### src/rtl/tea_pkg.sv
// tea_pkg: constants shared by the TEA stream blocks and the block pad/fill helper.
package tea_pkg;
    localparam int BLOCK_BYTES = 8;
    localparam int TEA_BLOCK_W = 64;
    localparam int TEA_KEY_W = 128;
    // Lane i sits at bits [8i+7:8i] in arrival order; every lane above idx takes the pad byte.
    function automatic logic [TEA_BLOCK_W-1:0] pkcs7_fill(input logic [TEA_BLOCK_W-1:0] block,
                                                          input logic [2:0] idx, input logic mode);
        logic [7:0] pad;
        pkcs7_fill = block;
        pad = mode ? 8'(3'd7 - idx) : 8'h00;
        for (int i = 0; i < BLOCK_BYTES; i++)
            if (i > int'(idx)) pkcs7_fill[8*i +: 8] = pad;
    endfunction
endpackage

### src/rtl/tea_axis_out_reg.sv
// tea_axis_out_reg: one-entry AXI-Stream holding register; the payload is frozen while valid && !ready.
module tea_axis_out_reg #(
    parameter int W = 65
) (
    input  logic         i_clk,
    input  logic         i_rst,
    input  logic         i_load,
    input  logic [W-1:0] i_data,
    output logic         o_free,
    output logic         o_valid,
    output logic [W-1:0] o_data,
    input  logic         i_ready
);
    logic         r_valid;
    logic [W-1:0] r_data;
    assign o_free  = !r_valid || i_ready;
    assign o_valid = r_valid;
    assign o_data  = r_data;
    always_ff @(posedge i_clk) begin
        if (i_rst) begin
            r_valid <= 1'b0;
            r_data  <= '0;
        end else if (i_load && o_free) begin
            r_valid <= 1'b1;
            r_data  <= i_data;
        end else if (i_ready) begin
            r_valid <= 1'b0;
        end
    end
endmodule

### src/rtl/tea_byte_packer.sv
// tea_byte_packer: packs a byte AXI-Stream message into 64-bit blocks with PKCS#7 or zero padding
// on the final block, feeding tea_accelerator through a one-entry output register.
module tea_byte_packer
    import tea_pkg::*;
#(
    parameter bit MSB_FIRST = 1'b1,
    parameter bit PKCS7     = 1'b1,
    parameter int CNT_W     = 16
) (
    input  logic                   i_clk,
    input  logic                   i_rst,
    input  logic                   i_axis_valid_s,
    output logic                   o_axis_ready_s,
    input  logic [7:0]             i_axis_data_s,
    input  logic                   i_axis_last_s,
    output logic                   o_axis_valid_m,
    input  logic                   i_axis_ready_m,
    output logic [TEA_BLOCK_W-1:0] o_axis_data_m,
    output logic                   o_axis_last_m,
    output logic [CNT_W-1:0]       o_block_count
);
    localparam logic [TEA_BLOCK_W-1:0] PAD_BLOCK = {BLOCK_BYTES{8'h08}};

    logic [TEA_BLOCK_W-1:0] r_asm;
    logic [2:0]             r_idx;
    logic                   r_full, r_pad_pend, r_last;
    logic [CNT_W-1:0]       r_count;
    logic                   w_acc, w_close, w_free, w_load, w_pad_set, w_blk_last;
    logic [TEA_BLOCK_W-1:0] w_wr, w_fill, w_lanes, w_packed;
    logic [TEA_BLOCK_W:0]   w_out_in, w_out;

    assign o_axis_ready_s = !i_rst && !r_full && !r_pad_pend;
    assign w_acc      = i_axis_valid_s && o_axis_ready_s;
    assign w_close    = w_acc && (i_axis_last_s || r_idx == 3'd7);
    assign w_pad_set  = w_acc && i_axis_last_s && PKCS7 && r_idx == 3'd7;
    assign w_blk_last = i_axis_last_s && !(PKCS7 && r_idx == 3'd7);
    assign w_load     = r_full || r_pad_pend || w_close;

    // A closing byte bypasses asm straight into the output register when it is free.
    always_comb begin
        w_wr = r_asm;
        w_wr[8*r_idx +: 8] = i_axis_data_s;
        w_fill = i_axis_last_s ? pkcs7_fill(w_wr, r_idx, PKCS7) : w_wr;
        w_lanes = r_full ? r_asm : w_fill;
        w_packed = '0;
        for (int i = 0; i < BLOCK_BYTES; i++)
            w_packed[8*i +: 8] = MSB_FIRST ? w_lanes[8*(BLOCK_BYTES-1-i) +: 8] : w_lanes[8*i +: 8];
        w_out_in = r_full ? {r_last, w_packed} : r_pad_pend ? {1'b1, PAD_BLOCK} : {w_blk_last, w_packed};
    end

    always_ff @(posedge i_clk) begin
        if (i_rst) begin
            r_asm      <= '0;
            r_idx      <= '0;
            r_full     <= 1'b0;
            r_pad_pend <= 1'b0;
            r_last     <= 1'b0;
            r_count    <= '0;
        end else begin
            if (w_acc) begin
                r_asm  <= w_fill;
                r_idx  <= i_axis_last_s ? 3'd0 : r_idx + 3'd1;
                r_last <= w_blk_last;
            end
            if (w_close && !w_free) r_full <= 1'b1;
            else if (r_full && w_free) r_full <= 1'b0;
            if (w_pad_set) r_pad_pend <= 1'b1;
            else if (r_pad_pend && !r_full && w_free) r_pad_pend <= 1'b0;
            if (o_axis_valid_m && i_axis_ready_m) r_count <= r_count + CNT_W'(1);
        end
    end

    tea_axis_out_reg #(.W(TEA_BLOCK_W + 1)) u_oreg (
        .i_clk  (i_clk),
        .i_rst  (i_rst),
        .i_load (w_load),
        .i_data (w_out_in),
        .o_free (w_free),
        .o_valid(o_axis_valid_m),
        .o_data (w_out),
        .i_ready(i_axis_ready_m)
    );

    assign o_axis_data_m = w_out[TEA_BLOCK_W-1:0];
    assign o_axis_last_m = w_out[TEA_BLOCK_W];
    assign o_block_count = r_count;
endmodule

### config.mk
export PLATFORM = sky130hd
export DESIGN_NAME = tea_byte_packer
export DESIGN_NICKNAME = d
export VERILOG_FILES = /design/src/rtl/tea_pkg.sv /design/src/rtl/tea_axis_out_reg.sv /design/src/rtl/tea_byte_packer.sv
export SDC_FILE = /design/constraint.sdc
export NUM_CORES = 1
export LEC_CHECK = 0
export CORE_MARGIN = 2
export CORE_UTILIZATION = 38
export CTS_CLUSTER_DIAMETER = 80
export CTS_CLUSTER_SIZE = 12
export DETAILED_ROUTE_END_ITERATION = 8
export GPL_ROUTABILITY_DRIVEN = 0
export GPL_TIMING_DRIVEN = 0
export MAX_ROUTING_LAYER = met4
export SYNTH_ARGS = -nofsm -noshare
export SYNTH_HDL_FRONTEND = slang
export SYNTH_SLANG_ARGS = --single-unit
### constraint.sdc
create_clock -name i_clk -period 2.9 [get_ports i_clk]
set_input_delay 0.58 -clock i_clk [delete_from_list [all_inputs] [get_ports i_clk]]
set_output_delay 0.58 -clock i_clk [all_outputs]
set_load 0.01 [all_outputs]
==> metrics.cfg <==
[route]
wl_met1_um = 12100
wl_met3_um = 2670
drc = 0
drtPass1Iterations = 5
route.top_layer_used = met4
via_count = 7536
dr_wl_met2_um = 11800
wl_per_cell_um = 22.6
drt_wl_total_um = 27500
antenna_left = 0
first_iter_violations = 1007
avgViaCountPerCell = 6.20

[timing]
max_slew_margin_pct = 4.22
timing.final.ws_setup_ps = 67.3
fin_skew_ps = 14.0
final-hold-violation-count = 0
max_freq_mhz = 353
slew_violations = 0
layout_min_cycle_time_ps = 2830
finalSetupViolCount = 0
tightest_slew_ps = 1430
period_share_pct = 97.7
rsz0062_at_grt = false

[yosys]
seq_area_frac_synth_pct = 41.9
synth_cells = 854
synth_most_common_cell = dfxtp_1
yosys-top-cells-count = dfxtp_1 (152), nor2_1 (90), nand2_1 (75), o21ai_0 (59), a21oi_1 (45)
synth_top_area_share_pct = 41.9
yosysWarnings = 0
synth_area_um2 = 7270
synth-edff-count = 0
synth-main-ff-cell = dfxtp_1
yosys.cell_types.count = 71
synth.area.top_cells = dfxtp_1 (42%), nor2_1 (4.6%), o21ai_0 (4.1%)
synthesis.nets = 876
yosysTopAreaCell = dfxtp_1
synth_seq_cells = 152
ys_async_sr_fraction_pct = 0
syn_area_per_cell_um2 = 8.51

[die]
io_pins = 96
fp-row-count = 50
coreArea_um2 = 18700
die_h_um = 142
die_area_um2 = 20200
start_util_pct = 38.8
dieWidth_um = 142

[setup_path]
crit_slowest_cell = a221o_1
startpoint_type = register
crit_path_end_kind = register
critPathMaxFanout = 10
crit_path_max_incr_delay_ps = 400
crit_top_cell = buf_6
crit_chain = buf_6, buf_6, clkinv_4, ha_1, ha_4, nor4b_4, o21ai_1, a221o_1, a32oi_1, a211oi_1
worstPathRequired_ps = 3170
arrival_ps = 3100
worst-setup-path-type = reg2reg

[clock_tree]
cts_tree = yes
cts-root-buf = clkbuf_16
cts_made_buffers = 17
cts_sinks = 152
clk_latency_ps = 430
clockBufferDepth = 2
clk_pin_slew_worst_paths_ps = 60
htreeDepth = 4

[power_and_ir_drop]
max-vdd-ir-drop_mv = 0.342
p_total_mw = 5.08
pwr-share-seq_pct = 43.9
pwr_density_cell_nw_per_um2 = 551
power.leakage_nw = 3.29
p_int_mw = 3.74
power_frac_clock_pct = 43.4
pwr-share-comb_pct = 12.7
sw_frac_of_total_pct = 26.4
power_switching_mw = 1.34

[global_route]
grt_max_degree = 17
grt_pass1_vias = 6920
track_usage_pct = 28.0
overflow = 0
grt_pass1_wl_um = 41400
antenna_found_initial = 0

[hold_path]
hp-class = reg2reg

[final_layout]
fin_cells = 1216
nNetsFinal = 992
drive_gt1_share_pct = 11.4
syn2layout_area_growth_pct = 26.7

[placement]
dpl.cell_count = 1179
dpl_worst_slack_ps = -562
portBuffers = 91
dp.final_hpwl_um = 19300

[run_status]
status = complete, no violations

[job]
maxCapViolations = 0

-- placed cells by master, fill, tap and decap left out, types with 5 or more instances in the layout --
cell / Yosys / routed
xor2_1: 11 / 11
o22ai_1: 11 / 11
nor3_1: 31 / 30
buf_1: 5 / 5
buf_6: 5 / 6
a221o_1: 9 / 9
inv_1: 6 / 5
nand2_1: 75 / 75
o31ai_1: 8 / 6
and2_1: 5 / 5
a31oi_1: 7 / 7
and3_1: 23 / 23
nand4_1: 10 / 10
clkbuf_16: 0 / 17
a32o_1: 21 / 21
clkdlybuf4s50_1: 0 / 91
a22oi_1: 15 / 14
nand2b_1: 11 / 11
nor2b_1: 6 / 6
ha_1: 9 / 8
nand3_1: 36 / 36
buf_2: 27 / 22
nor2_1: 90 / 89
clkbuf_1: 33 / 35
a311oi_1: 10 / 10
a221oi_1: 20 / 17
a21oi_1: 45 / 43
buf_4: 4 / 13
dfxtp_1: 152 / 150
o21ai_0: 59 / 58
a22o_1: 15 / 15
a211oi_1: 16 / 15
a32oi_1: 10 / 9
-- layer usage --
| layer | global-route usage (%) | vias to the layer above |
|---|---|---|
| met4 | 10.9 | 0 |
| li1 | - | 3436 |
| met2 | 40.3 | 449 |
| met1 | 38.1 | 3590 |
| met3 | 6.26 | 61 |
| met5 | - | - |
-- critical path: cells and delay by family (launching register included) --
family	cells	cell delay, ps
AO/OA/AOI/OAI	4	990
adder cells (fa/ha/maj)	2	590
buffers and inverters	3	450
flip-flops	1	380
AND/OR/NAND/NOR	1	270
-- final cells by class --
class                   instances  area (µm²)
fillers                      1811        9500
multi-input cells             620        3920
flip-flops and latches        152        3050
repair buffers                 97         956
clock buffers                  22         474
plain buffers                  75         385
well taps                     234         293
clock inverters                 8        97.6
inverters                       7        35.0
diodes                          1        2.50
-- per-stage QoR --
stage	TNS (ps)	util (%)	hold WS (ps)	instance area, µm²
after floorplan	0	-	435	7270
after global placement	-39240	45.3	443	8470
after detailed placement	-39060	45.3	449	8470
after CTS	0	48.8	459	9120
after global routing	0	49.2	475	9210
final	0	49.2	457	9210
-- final timing paths --
path	from	endpoint	slack, ps	cells past startpoint
worst max-delay path	r_idx[0]	u_oreg.o_data[26]	70	10
worst min-delay path	r_asm[4]	r_asm[4]	460	2
worst max register to register	r_idx[0]	u_oreg.o_data[26]	70	10
worst min register to register	r_asm[4]	r_asm[4]	460	2
-- timing repair --
action                                  4_1_cts  5_1_grt
resized for setup                            18       11
pin swaps                                     0        1
hold buffers                                  0        0
hold endpoints to repair                      0        0
endpoints found under the setup margin      127       40
buffers inserted                              1        5
-- state kept, by name (all words and copies together) (netlist names) --
signal / count
o_block_count: 16
r_asm: 64
r_full: 1
r_idx: 3
r_last: 1
r_pad_pend: 1
u_oreg.o_data: 65
u_oreg.o_valid: 1
-- cells by family after synthesis --
logic type | synth area share, %
XOR/XNOR | 1.81
AND/OR/NAND/NOR | 21.8
adder cells (fa/ha/maj) | 1.55
buffers and inverters | 5.44
AO/OA/AOI/OAI | 27.1
multiplexers | 0.448
flip-flops | 41.9
-- power groups by stage --
stage / sequential (mW) / clock, mW / combinational (mW)
floorplan: 2.28 / 0 / 0.341
global placement: 2.27 / 0 / 0.608
detailed placement: 2.27 / 0 / 0.609
CTS: 2.23 / 2.24 / 0.623
global route: 2.24 / 2.32 / 0.686
finish: 2.23 / 2.21 / 0.645
Power figures use the tool's default switching activity.
